### src/rtl/mtm_alu_pkg.sv
// Shared types, error codes and CRC helper for the mtm_Alu command path.
package mtm_alu_pkg;

  typedef enum logic [2:0] {
    AND = 3'b000,
    OR  = 3'b001,
    ADD = 3'b100,
    SUB = 3'b101,
    RST = 3'b111
  } op_t;

  typedef enum logic [1:0] {
    DATA = 2'b00,
    CTL  = 2'b01,
    ERR  = 2'b10
  } byte_type_t;

  localparam logic [2:0] ERR_DATA = 3'b100;
  localparam logic [2:0] ERR_CRC  = 3'b010;
  localparam logic [2:0] ERR_OP   = 3'b001;

  // Remainder of ({B, A, 1'b1, op} * x^4) modulo x^4 + x + 1, state starting at 0.
  function automatic logic [3:0] crc4_calc(input logic [31:0] B,
                                           input logic [31:0] A,
                                           input logic [2:0]  op);
    logic [71:0] aug;
    logic [3:0]  crc;
    logic        fb;
    aug = {B, A, 1'b1, op, 4'b0000};
    crc = '0;
    for (int unsigned i = 0; i < 72; i++) begin
      fb  = crc[3];
      crc = {crc[2:0], aug[71]} ^ (fb ? 4'b0011 : 4'b0000);
      aug = aug << 1;
    end
    return crc;
  endfunction

endpackage

### src/rtl/mtm_alu_byte_rx.sv
// Bit-level receiver: recovers one 11-bit frame (start, type, d[7:0], stop).
module mtm_alu_byte_rx
  import mtm_alu_pkg::*;
(
  input  logic       clk,
  input  logic       rst,
  input  logic       sin,
  output logic       byte_valid,
  output byte_type_t byte_type,
  output logic [7:0] byte_data,
  output logic       frame_err
);

  typedef enum logic [1:0] {
    S_IDLE,
    S_TYPE,
    S_PAYLOAD,
    S_STOP
  } state_t;

  state_t      r_state;
  state_t      w_next;
  logic        r_type;
  logic [7:0]  r_data;
  logic [2:0]  r_bit_cnt;

  // State register.
  always_ff @(posedge clk or posedge rst) begin
    if (rst) r_state <= S_IDLE;
    else     r_state <= w_next;
  end

  // Next state; byte delivery and framing error are flagged while the stop bit is on the line.
  always_comb begin
    w_next     = r_state;
    byte_valid = 1'b0;
    frame_err  = 1'b0;
    byte_type  = r_type ? CTL : DATA;
    byte_data  = r_data;
    case (r_state)
      S_IDLE:    if (!sin) w_next = S_TYPE;
      S_TYPE:    w_next = S_PAYLOAD;
      S_PAYLOAD: if (r_bit_cnt == 3'd7) w_next = S_STOP;
      S_STOP: begin
        w_next = S_IDLE;
        if (sin) begin
          byte_valid = 1'b1;
        end else begin
          frame_err = 1'b1;
          byte_type = ERR;
        end
      end
      default:   w_next = S_IDLE;
    endcase
  end

  // Type latch and MSB-first payload shift.
  always_ff @(posedge clk or posedge rst) begin
    if (rst) begin
      r_type    <= 1'b0;
      r_data    <= '0;
      r_bit_cnt <= '0;
    end else begin
      case (r_state)
        S_TYPE: begin
          r_type    <= sin;
          r_bit_cnt <= '0;
        end
        S_PAYLOAD: begin
          r_data    <= {r_data[6:0], sin};
          r_bit_cnt <= r_bit_cnt + 3'd1;
        end
        default: ;
      endcase
    end
  end

endmodule

### src/rtl/mtm_alu_cmd_deserializer.sv
// Command assembly: eight data bytes plus a control byte become (B, A, op) or an error report.
module mtm_alu_cmd_deserializer
  import mtm_alu_pkg::*;
(
  input  logic        clk,
  input  logic        rst,
  input  logic        sin,
  output logic        cmd_valid,
  output logic [31:0] B,
  output logic [31:0] A,
  output logic [2:0]  op,
  output logic [2:0]  err_flags
);

  logic        w_byte_valid;
  byte_type_t  w_byte_type;
  logic [7:0]  w_byte_data;
  logic        w_frame_err;

  logic [3:0]  r_byte_cnt;
  logic [63:0] r_shift;
  logic        r_cmd_valid;
  logic [31:0] r_B;
  logic [31:0] r_A;
  logic [2:0]  r_op;
  logic [2:0]  r_err;

  logic        w_crc_ok;
  logic        w_op_ok;
  logic        w_store;
  logic        w_report;
  logic [2:0]  w_err;

  mtm_alu_byte_rx u_byte_rx (
    .clk        (clk),
    .rst        (rst),
    .sin        (sin),
    .byte_valid (w_byte_valid),
    .byte_type  (w_byte_type),
    .byte_data  (w_byte_data),
    .frame_err  (w_frame_err)
  );

  // CRC and opcode checks on the candidate control byte.
  always_comb begin
    w_crc_ok = (crc4_calc(r_shift[63:32], r_shift[31:0], w_byte_data[6:4]) == w_byte_data[3:0]);
    w_op_ok  = 1'b0;
    case (w_byte_data[6:4])
      AND, OR, ADD, SUB: w_op_ok = 1'b1;
      default:           w_op_ok = 1'b0;
    endcase
  end

  // Decide per received byte: store it, or report a command/error (DATA > CRC > OP).
  always_comb begin
    w_store  = 1'b0;
    w_report = 1'b0;
    w_err    = '0;
    if (w_frame_err) begin
      w_report = 1'b1;
      w_err    = ERR_DATA;
    end else if (w_byte_valid) begin
      if (w_byte_type == DATA) begin
        if (r_byte_cnt < 4'd8) begin
          w_store = 1'b1;
        end else begin
          w_report = 1'b1;
          w_err    = ERR_DATA;
        end
      end else if (r_byte_cnt != 4'd8) begin
        w_report = 1'b1;
        w_err    = ERR_DATA;
      end else begin
        w_report = 1'b1;
        if (!w_crc_ok)     w_err = ERR_CRC;
        else if (!w_op_ok) w_err = ERR_OP;
      end
    end
  end

  // Byte counter, operand assembly and registered command outputs.
  // Bytes are shifted in rather than written by index: the counter always
  // restarts at 0, so byte k ends up in slot k after eight shifts.
  always_ff @(posedge clk or posedge rst) begin
    if (rst) begin
      r_byte_cnt  <= '0;
      r_shift     <= '0;
      r_cmd_valid <= 1'b0;
      r_B         <= '0;
      r_A         <= '0;
      r_op        <= '0;
      r_err       <= '0;
    end else begin
      r_cmd_valid <= w_report;
      if (w_store) begin
        r_shift    <= {r_shift[55:0], w_byte_data};
        r_byte_cnt <= r_byte_cnt + 4'd1;
      end
      if (w_report) begin
        r_byte_cnt <= '0;
        r_err      <= w_err;
        if (w_err == ERR_DATA) begin
          r_B  <= '0;
          r_A  <= '0;
          r_op <= '0;
        end else begin
          r_B  <= r_shift[63:32];
          r_A  <= r_shift[31:0];
          r_op <= w_byte_data[6:4];
        end
      end
    end
  end

  assign cmd_valid = r_cmd_valid;
  assign B         = r_B;
  assign A         = r_A;
  assign op        = r_op;
  assign err_flags = r_err;

endmodule

### config.mk
export PLATFORM = sky130hd
export DESIGN_NAME = mtm_alu_cmd_deserializer
export DESIGN_NICKNAME = d
export VERILOG_FILES = /design/src/rtl/mtm_alu_pkg.sv /design/src/rtl/mtm_alu_byte_rx.sv /design/src/rtl/mtm_alu_cmd_deserializer.sv
export SDC_FILE = /design/constraint.sdc
export NUM_CORES = 1
export LEC_CHECK = 0
export BUFFER_PORTS_ARGS = -buffer_cell sky130_fd_sc_hd__buf_2
export CAP_MARGIN = 0
export CORE_MARGIN = 2
export CORE_UTILIZATION = 52
export CTS_CLUSTER_DIAMETER = 30
export DETAILED_ROUTE_END_ITERATION = 6
export MAX_ROUTING_LAYER = met4
export PLACE_DENSITY = 0.74
export SYNTH_ARGS = -nofsm -noshare
export SYNTH_HDL_FRONTEND = slang
export SYNTH_SLANG_ARGS = --single-unit
### constraint.sdc
create_clock -name clk -period 5.01 [get_ports clk]
set_input_delay 1.002 -clock clk [delete_from_list [all_inputs] [get_ports clk]]
set_output_delay 1.002 -clock clk [all_outputs]
set_load 0.005 [all_outputs]
# Yosys cells after proc, flatten, opt, wreduce, memory -nomap -nowiden
# Cells that the tools add are included.
classes:
  addsub: 2
  n_lt_le_gt_ge: 1
  eq_ne: 12
  n_mux: 100
  bitwise: 68
  reduce_logical: 7
op_table:
  columns: ["cell", "count"]
  rows:
  - ["$xor 4x2->4", 68]
  - ["$mux 2", 72]
  - ["$mux 32", 2]
  - ["$mux 3", 7]
  - ["$mux 1", 15]
  - ["$eq 3x3->1 const B", 4]
  - ["$mux 4", 2]
  - ["$pmux 2 s4", 1]
  - ["$pmux 3 s2", 1]
  - ["$add 4x1->4 const B", 1]
  - ["$eq 2x2->1 const B", 2]
  - ["$eq 4x4->1", 1]
  - ["$logic_not 2->1", 2]
  - ["$lt 4x4->1 const B", 1]
  - ["$ne 4x4->1 const B", 1]
  - ["$reduce_bool 2->1", 2]
  - ["$reduce_or 4->1", 1]
  - ["$add 3x1->3 const B", 1]
  - ["$eq 3x1->1 const B", 1]
  - ["$logic_not 3->1", 1]
  - ["$eq 2x1->1 const B", 1]
  - ["$ne 2x1->1 const B", 1]
  - ["$ne 2x2->1 const B", 1]
  - ["$reduce_and 2->1", 1]
word_totals:
  ff_bits: 153
  in_bits: 3
  elab_cells: 201

# Depth between registers and ports, before layout
depth:
  depth_word: 144
  mapped_depth: 10
  ltp_nobuf: 10

# Cells and area by module
# Synthesis repeated with hierarchy kept, for this count alone.
unflattened:
  hier_cells: 745
  hier_area_um2: 7199.4
by_module_without_submodules:
  columns: ["module", "instances", "cells_each", "area_each_um2", "seq_area_each_um2"]
  rows:
  - ["mtm_alu_cmd_deserializer", 1, 693, 6510.0, 3478.3]
  - ["mtm_alu_byte_rx", 1, 52, 689.4, 350.3]

# Worst setup path after synthesis
# OpenSTA, ideal clock, no wires.
synth_path:
  kind: "register -> register"
  startpoint: "reg r_shift[43]"
  endpoint: "reg r_err[0], in the netlist err_flags[0]"
  setup_ns: 0.066
  arrival_time_ns: 3.042
  required_time_ns: 4.944
  setup_slack_ns: 1.902
  stages_incl_launch_ff: 11
  n_path_buf: 0
  period_less_slack_ns: 3.108
  cell_sequence: "dfrtp_1 -> xnor2_1 -> xnor3_2 -> xnor3_2 -> xnor3_1 -> xor3_1 -> or3_1 -> a21boi_1 -> mux2i_1 -> o22ai_1 -> a32o_2"
synth_via:
  elab_chain_cells: 74
  elab_cells_between_ends: 103
  cone_classes: "eq/ne (1); mux (50); bitwise (52)"
synth_lines:
  columns: ["element", "line", "source"]
  rows:
  - ["start: declaration", "mtm_alu_cmd_deserializer.sv:21", "logic [63:0] r_shift;"]
  - ["start signal: assignment", "mtm_alu_cmd_deserializer.sv:96", "r_shift <= {r_shift[55:0], w_byte_data};"]
  - ["$xor 4x2->4 * (4 in a row)", "mtm_alu_pkg.sv:33", "crc = {crc[2:0], aug[71]} ^ (fb ? 4'b0011 : 4'b0000);"]
  - ["$mux 2 *", "mtm_alu_pkg.sv:33", null]
  - ["$xor 4x2->4 * (3 in a row)", "mtm_alu_pkg.sv:33", null]
  - ["$mux 2 / $xor 4x2->4 (equally long branches)", "mtm_alu_pkg.sv:33", null]
  - ["$xor 4x2->4 * (3 in a row)", "mtm_alu_pkg.sv:33", null]
  - ["$mux 2 / $xor 4x2->4 (equally long branches)", "mtm_alu_pkg.sv:33", null]
  - ["$xor 4x2->4 * (3 in a row)", "mtm_alu_pkg.sv:33", null]
  - ["$mux 2 / $xor 4x2->4 (equally long branches)", "mtm_alu_pkg.sv:33", null]
  - ["[... 49 more ...]", null, null]
  - ["$mux 2 / $xor 4x2->4 (equally long branches)", "mtm_alu_pkg.sv:33", null]
  - ["$xor 4x2->4 *", "mtm_alu_pkg.sv:33", null]
  - ["$eq 4x4->1 *", "mtm_alu_cmd_deserializer.sv:46", "w_crc_ok = (crc4_calc(r_shift[63:32], r_shift[31:0], w_byte_data[6:4]) == w_byte_data[3:0]);"]
  - ["$mux 3 *", "mtm_alu_cmd_deserializer.sv:75", "if (!w_crc_ok) w_err = ERR_CRC;"]
  - ["$mux 3 *", "mtm_alu_cmd_deserializer.sv:70", "end else if (r_byte_cnt != 4'd8) begin"]
  - ["$mux 3 *", "mtm_alu_cmd_deserializer.sv:63", "if (w_byte_type == DATA) begin"]
  - ["$mux 3 *", "mtm_alu_cmd_deserializer.sv:62", "end else if (w_byte_valid) begin"]
  - ["$mux 3 *", "mtm_alu_cmd_deserializer.sv:59", "if (w_frame_err) begin"]
  - ["end signal: assignment", "mtm_alu_cmd_deserializer.sv:101", "r_err <= w_err;"]
  - ["end: declaration", "mtm_alu_cmd_deserializer.sv:26", "logic [2:0] r_err;"]
# Mark *: on every way between the ends. The rest lies on a longest branch, timed or not.
# A chain may end at the register's enable or synchronous reset.

# Worst setup path after layout
layout_path:
  startpoint: "reg r_shift[11]"
  endpoint: "reg r_err[0], in the netlist err_flags[0]"
layout_via:
  elab_chain_cells: 32
  elab_cells_between_ends: 39
  cone_classes: "eq/ne (1); mux (18); bitwise (20)"
layout_lines:
  columns: ["element", "line"]
  rows:
  - ["$xor 4x2->4 * (4 in a row)", "mtm_alu_pkg.sv:33"]
  - ["$mux 2 *", "mtm_alu_pkg.sv:33"]
  - ["$xor 4x2->4 * (3 in a row)", "mtm_alu_pkg.sv:33"]
  - ["$mux 2", "mtm_alu_pkg.sv:33"]
  - ["$xor 4x2->4 * (3 in a row)", "mtm_alu_pkg.sv:33"]
  - ["$mux 2", "mtm_alu_pkg.sv:33"]
  - ["$xor 4x2->4 * (3 in a row)", "mtm_alu_pkg.sv:33"]
  - ["$mux 2", "mtm_alu_pkg.sv:33"]
  - ["[... 7 more ...]", null]
  - ["$mux 2", "mtm_alu_pkg.sv:33"]
  - ["$xor 4x2->4 *", "mtm_alu_pkg.sv:33"]
  - ["$eq 4x4->1 *", "mtm_alu_cmd_deserializer.sv:46"]
  - ["$mux 3 *", "mtm_alu_cmd_deserializer.sv:75"]
  - ["$mux 3 *", "mtm_alu_cmd_deserializer.sv:70"]
  - ["$mux 3 *", "mtm_alu_cmd_deserializer.sv:63"]
  - ["$mux 3 *", "mtm_alu_cmd_deserializer.sv:62"]
  - ["$mux 3 *", "mtm_alu_cmd_deserializer.sv:59"]
# Marks and branches as above.

==> results.yml <==
outcome:
  status: "finished clean"
synthesis:
  synthCells: 614
  synth-main-ff-cell: "dfrtp_1"
  synthTopCellsByArea: "dfrtp_1, nand2_1, a22o_1, xnor2_1, xnor3_1"
  synth_nets: 626
  postSynthAreaPerCell_um2: 11.42
  synth-simple-area-share: 0.1188
  yosysSeqAreaShare: 0.5460
  synth_edf_count: 0
  ys_types: 34
  synth_top_area_cell: "dfrtp_1"
  synth-warning-count: 0
  postSynth.asyncResetShare: 1.000
  synth.area.mux_share: 0.01874
  synthesis.area_um2: 7012
  synth_top_family_by_area: "XOR/XNOR gates"
  synth_fa_ha_area_frac: 0.01606
  ys_ff_latch: 153
  yosys.area.top_type_share: 0.5460
  synth_compound_area_frac: 0.09797
  synth-xor-area-share: 0.1797
run:
  max_cap_viol_count: 0
route:
  wire_per_inst_um: 17.55
  drt_iter0_markers: 327
  vias: 4747
  postRouteWirelength_um: 15270
  ant_nets: 0
  avgViaCountPerCell: 5.456
  dr.pass1.iters: 4
  drc: 0
finish:
  final_common_cell: "nand2_1"
  final_area_um2: 8143
  area_growth_pct: 16.13
  antennaDiodeCount: 0
  instances_no_fill: 870
  post-route-util: 0.6173
  layout-drive-gt1-share: 0.2046
  nets: 693
  filler_cell_count: 1072
  mostFrequentLayoutCells: "nand2_1, dfrtp_1, buf_2"
sta:
  relSlewSlack: 0.4653
  fmaxAchievable_mhz: 293.4
  period_minus_slack_ns: 3.409
  rsz0062_at_grt: "no"
  finalHoldViolations: 0
  whs_ns: 0.4868
  slew_viol_final: 0
  setup_viol: 0
  tightestPinTransition_ns: 0.8020
  skew_ns: 0.008742
  fin_tns_setup_ns: 0
  timing.final.crit_share: 0.6804
clock_network:
  clock-sinks: 153
  cts_tree: "built"
  post_cts_resized: 0
  clockBufferDepth: 2
  cts_setup_buffers: 0
  clk_latency_ns: 0.43
  ctsHoldBuffers: 0
  cts.reportedPaths.clkPinSlew_ns: 0.07
  cts_root_buf: "clkbuf_16"
  htreeDepth: 4
  numCtsBuffers: 17
worst_setup_path:
  slowest_delay_ns: 0.50
  cp_max_fo: 4
  arrival_ns: 3.77
  r2r-start: "r_shift[11]$_DFFE_PP0P_"
  start_kind: "flip-flop"
  crit_type: "flip-flop to flip-flop"
  r2r-end: "err_flags[0]$_DFFE_PP0N_"
  r2r_slack_ns: 1.60
  cp_cell_sequence: "xnor2_1 > xnor3_1 > xnor2_1 > xnor3_4 > xnor3_2 > or3_1 > a21boi_1 > mux2i_1 > o22ai_1 > a32o_2"
  cp.required_ns: 5.37
  end_kind: "flip-flop"
  crit_top_cell: "xnor2_1"
  rr_worst_depth: 10
  crit_slowest_cell: "xnor3_1"
floorplanning:
  start_util: 0.5316
  die_h_um: 120.1
  die_x_um: 120.1
  die-area_um2: 14430
  ios: 74
  core_um2: 13190
  rows: 42
worst_hold_path:
  worstHoldStart: "u_byte_rx.byte_data[7]$_DFFE_PP0P_"
  worstHoldEndpoint: "r_shift[7]$_DFFE_PP0P_"
  holdCritPathClass: "flip-flop to flip-flop"
  holdPathStages: 2
global_routing:
  antenna_found_initial: 0
  grt_max_degree: 154
  track_usage: 0.2362
  grt_pass1_wl_um: 25390
  grt_overflow: 0
  first_global_vias: 4800
placed_design:
  numPortBuffers: 73
  place_area_um2: 7551
  gp_routability_congestion: 0.8884
  dp_cells: 838
  dp_hpwl_um: 9975
power_and_ir_drop:
  irDropWorstVdd_mv: 0.9806
  leakage_nw: 4.387
  cellPowerDensity_nw_per_um2: 840.6
per-stage QoR:
stage               power, mW  setup WS (ns)
global placement        5.385          1.777
finish                  6.845          1.601
CTS                     6.878          1.600
global route            7.242          1.406
detailed placement      5.573          1.631
floorplan               4.973          1.902
kinds of logic after synthesis:
kind of cell | count (synthesis)
simple gates | 216
flops | 153
xor+xnor | 99
compound gates | 83
buf+inv | 42
mux | 12
fa+ha+maj | 9
power by group:
| group | total, mW | switching, mW | internal [mW] |
|---|---|---|---|
| Sequential | 1.65 | 0.247 | 1.40 |
| Clock | 1.29 | 0.545 | 0.742 |
| Combinational | 3.91 | 1.74 | 2.18 |
| Total | 6.85 | 2.53 | 4.32 |
state kept, by name, indices dropped and copies added (netlist names):
register             cells
r_byte_cnt               4
u_byte_rx.r_type         1
A                       32
op                       3
u_byte_rx.byte_data      8
cmd_valid                1
u_byte_rx.r_state        2
B                       32
u_byte_rx.r_bit_cnt      3
r_shift                 64
err_flags                3
synth_stat cells (2+ instances only):
library cell / instances
xnor3_2: 8
dfrtp_1: 153
nand2_1: 200
xnor2_1: 54
clkbuf_1: 26
nand3_1: 7
o22ai_1: 2
ha_1: 9
o21ai_0: 8
xor2_1: 17
xnor3_4: 4
buf_1: 3
nor2_1: 3
xor2_2: 2
xnor3_1: 12
inv_1: 12
or3_1: 2
mux2_2: 9
a22o_1: 66
mux2i_1: 3
layout make-up:
cell class / instances / area (um2) / area share
clock buffer: 17 / 425.4 / 0.05224
multi-input combinational: 419 / 3038 / 0.3731
clock inverter: 15 / 166.4 / 0.02044
inverter: 12 / 48.80 / 0.005993
timing repair buffer: 78 / 415.4 / 0.05101
tap: 176 / 220.2 / 0.02704
sequential: 153 / 3829 / 0.4702
critical path: cells and delay by family, from the launching register on:
family          cells  cell delay, ns
flops               1            0.43
simple gates        1            0.38
xor+xnor            5            1.81
mux                 1            0.11
compound gates      3            0.60
per-layer routing:
metal  vias to the layer above  GRT usage  share of wire
met1                      2404     0.3067           0.43
met3                        27    0.05228          0.047
met5                         -          -              0
met2                       134     0.3704           0.50
met4                         0    0.08235          0.021
li1                       2182          -              -
how the worst max path moves through the flow:
stage / from / end / slack [ns]
2_1_floorplan: r_shift[43]$_DFFE_PP0P_ / err_flags[0]$_DFFE_PP0N_ / 1.90
3_3_place_gp: r_shift[43]$_DFFE_PP0P_ / err_flags[0]$_DFFE_PP0N_ / 1.78
3_5_place_dp: r_shift[43]$_DFFE_PP0P_ / err_flags[0]$_DFFE_PP0N_ / 1.63
4_1_cts: r_shift[43]$_DFFE_PP0P_ / err_flags[0]$_DFFE_PP0N_ / 1.60
5_1_grt: r_shift[43]$_DFFE_PP0P_ / err_flags[0]$_DFFE_PP0N_ / 1.41
6_report: r_shift[11]$_DFFE_PP0P_ / err_flags[0]$_DFFE_PP0N_ / 1.60
No activity file was read; power rests on OpenSTA's default activity.
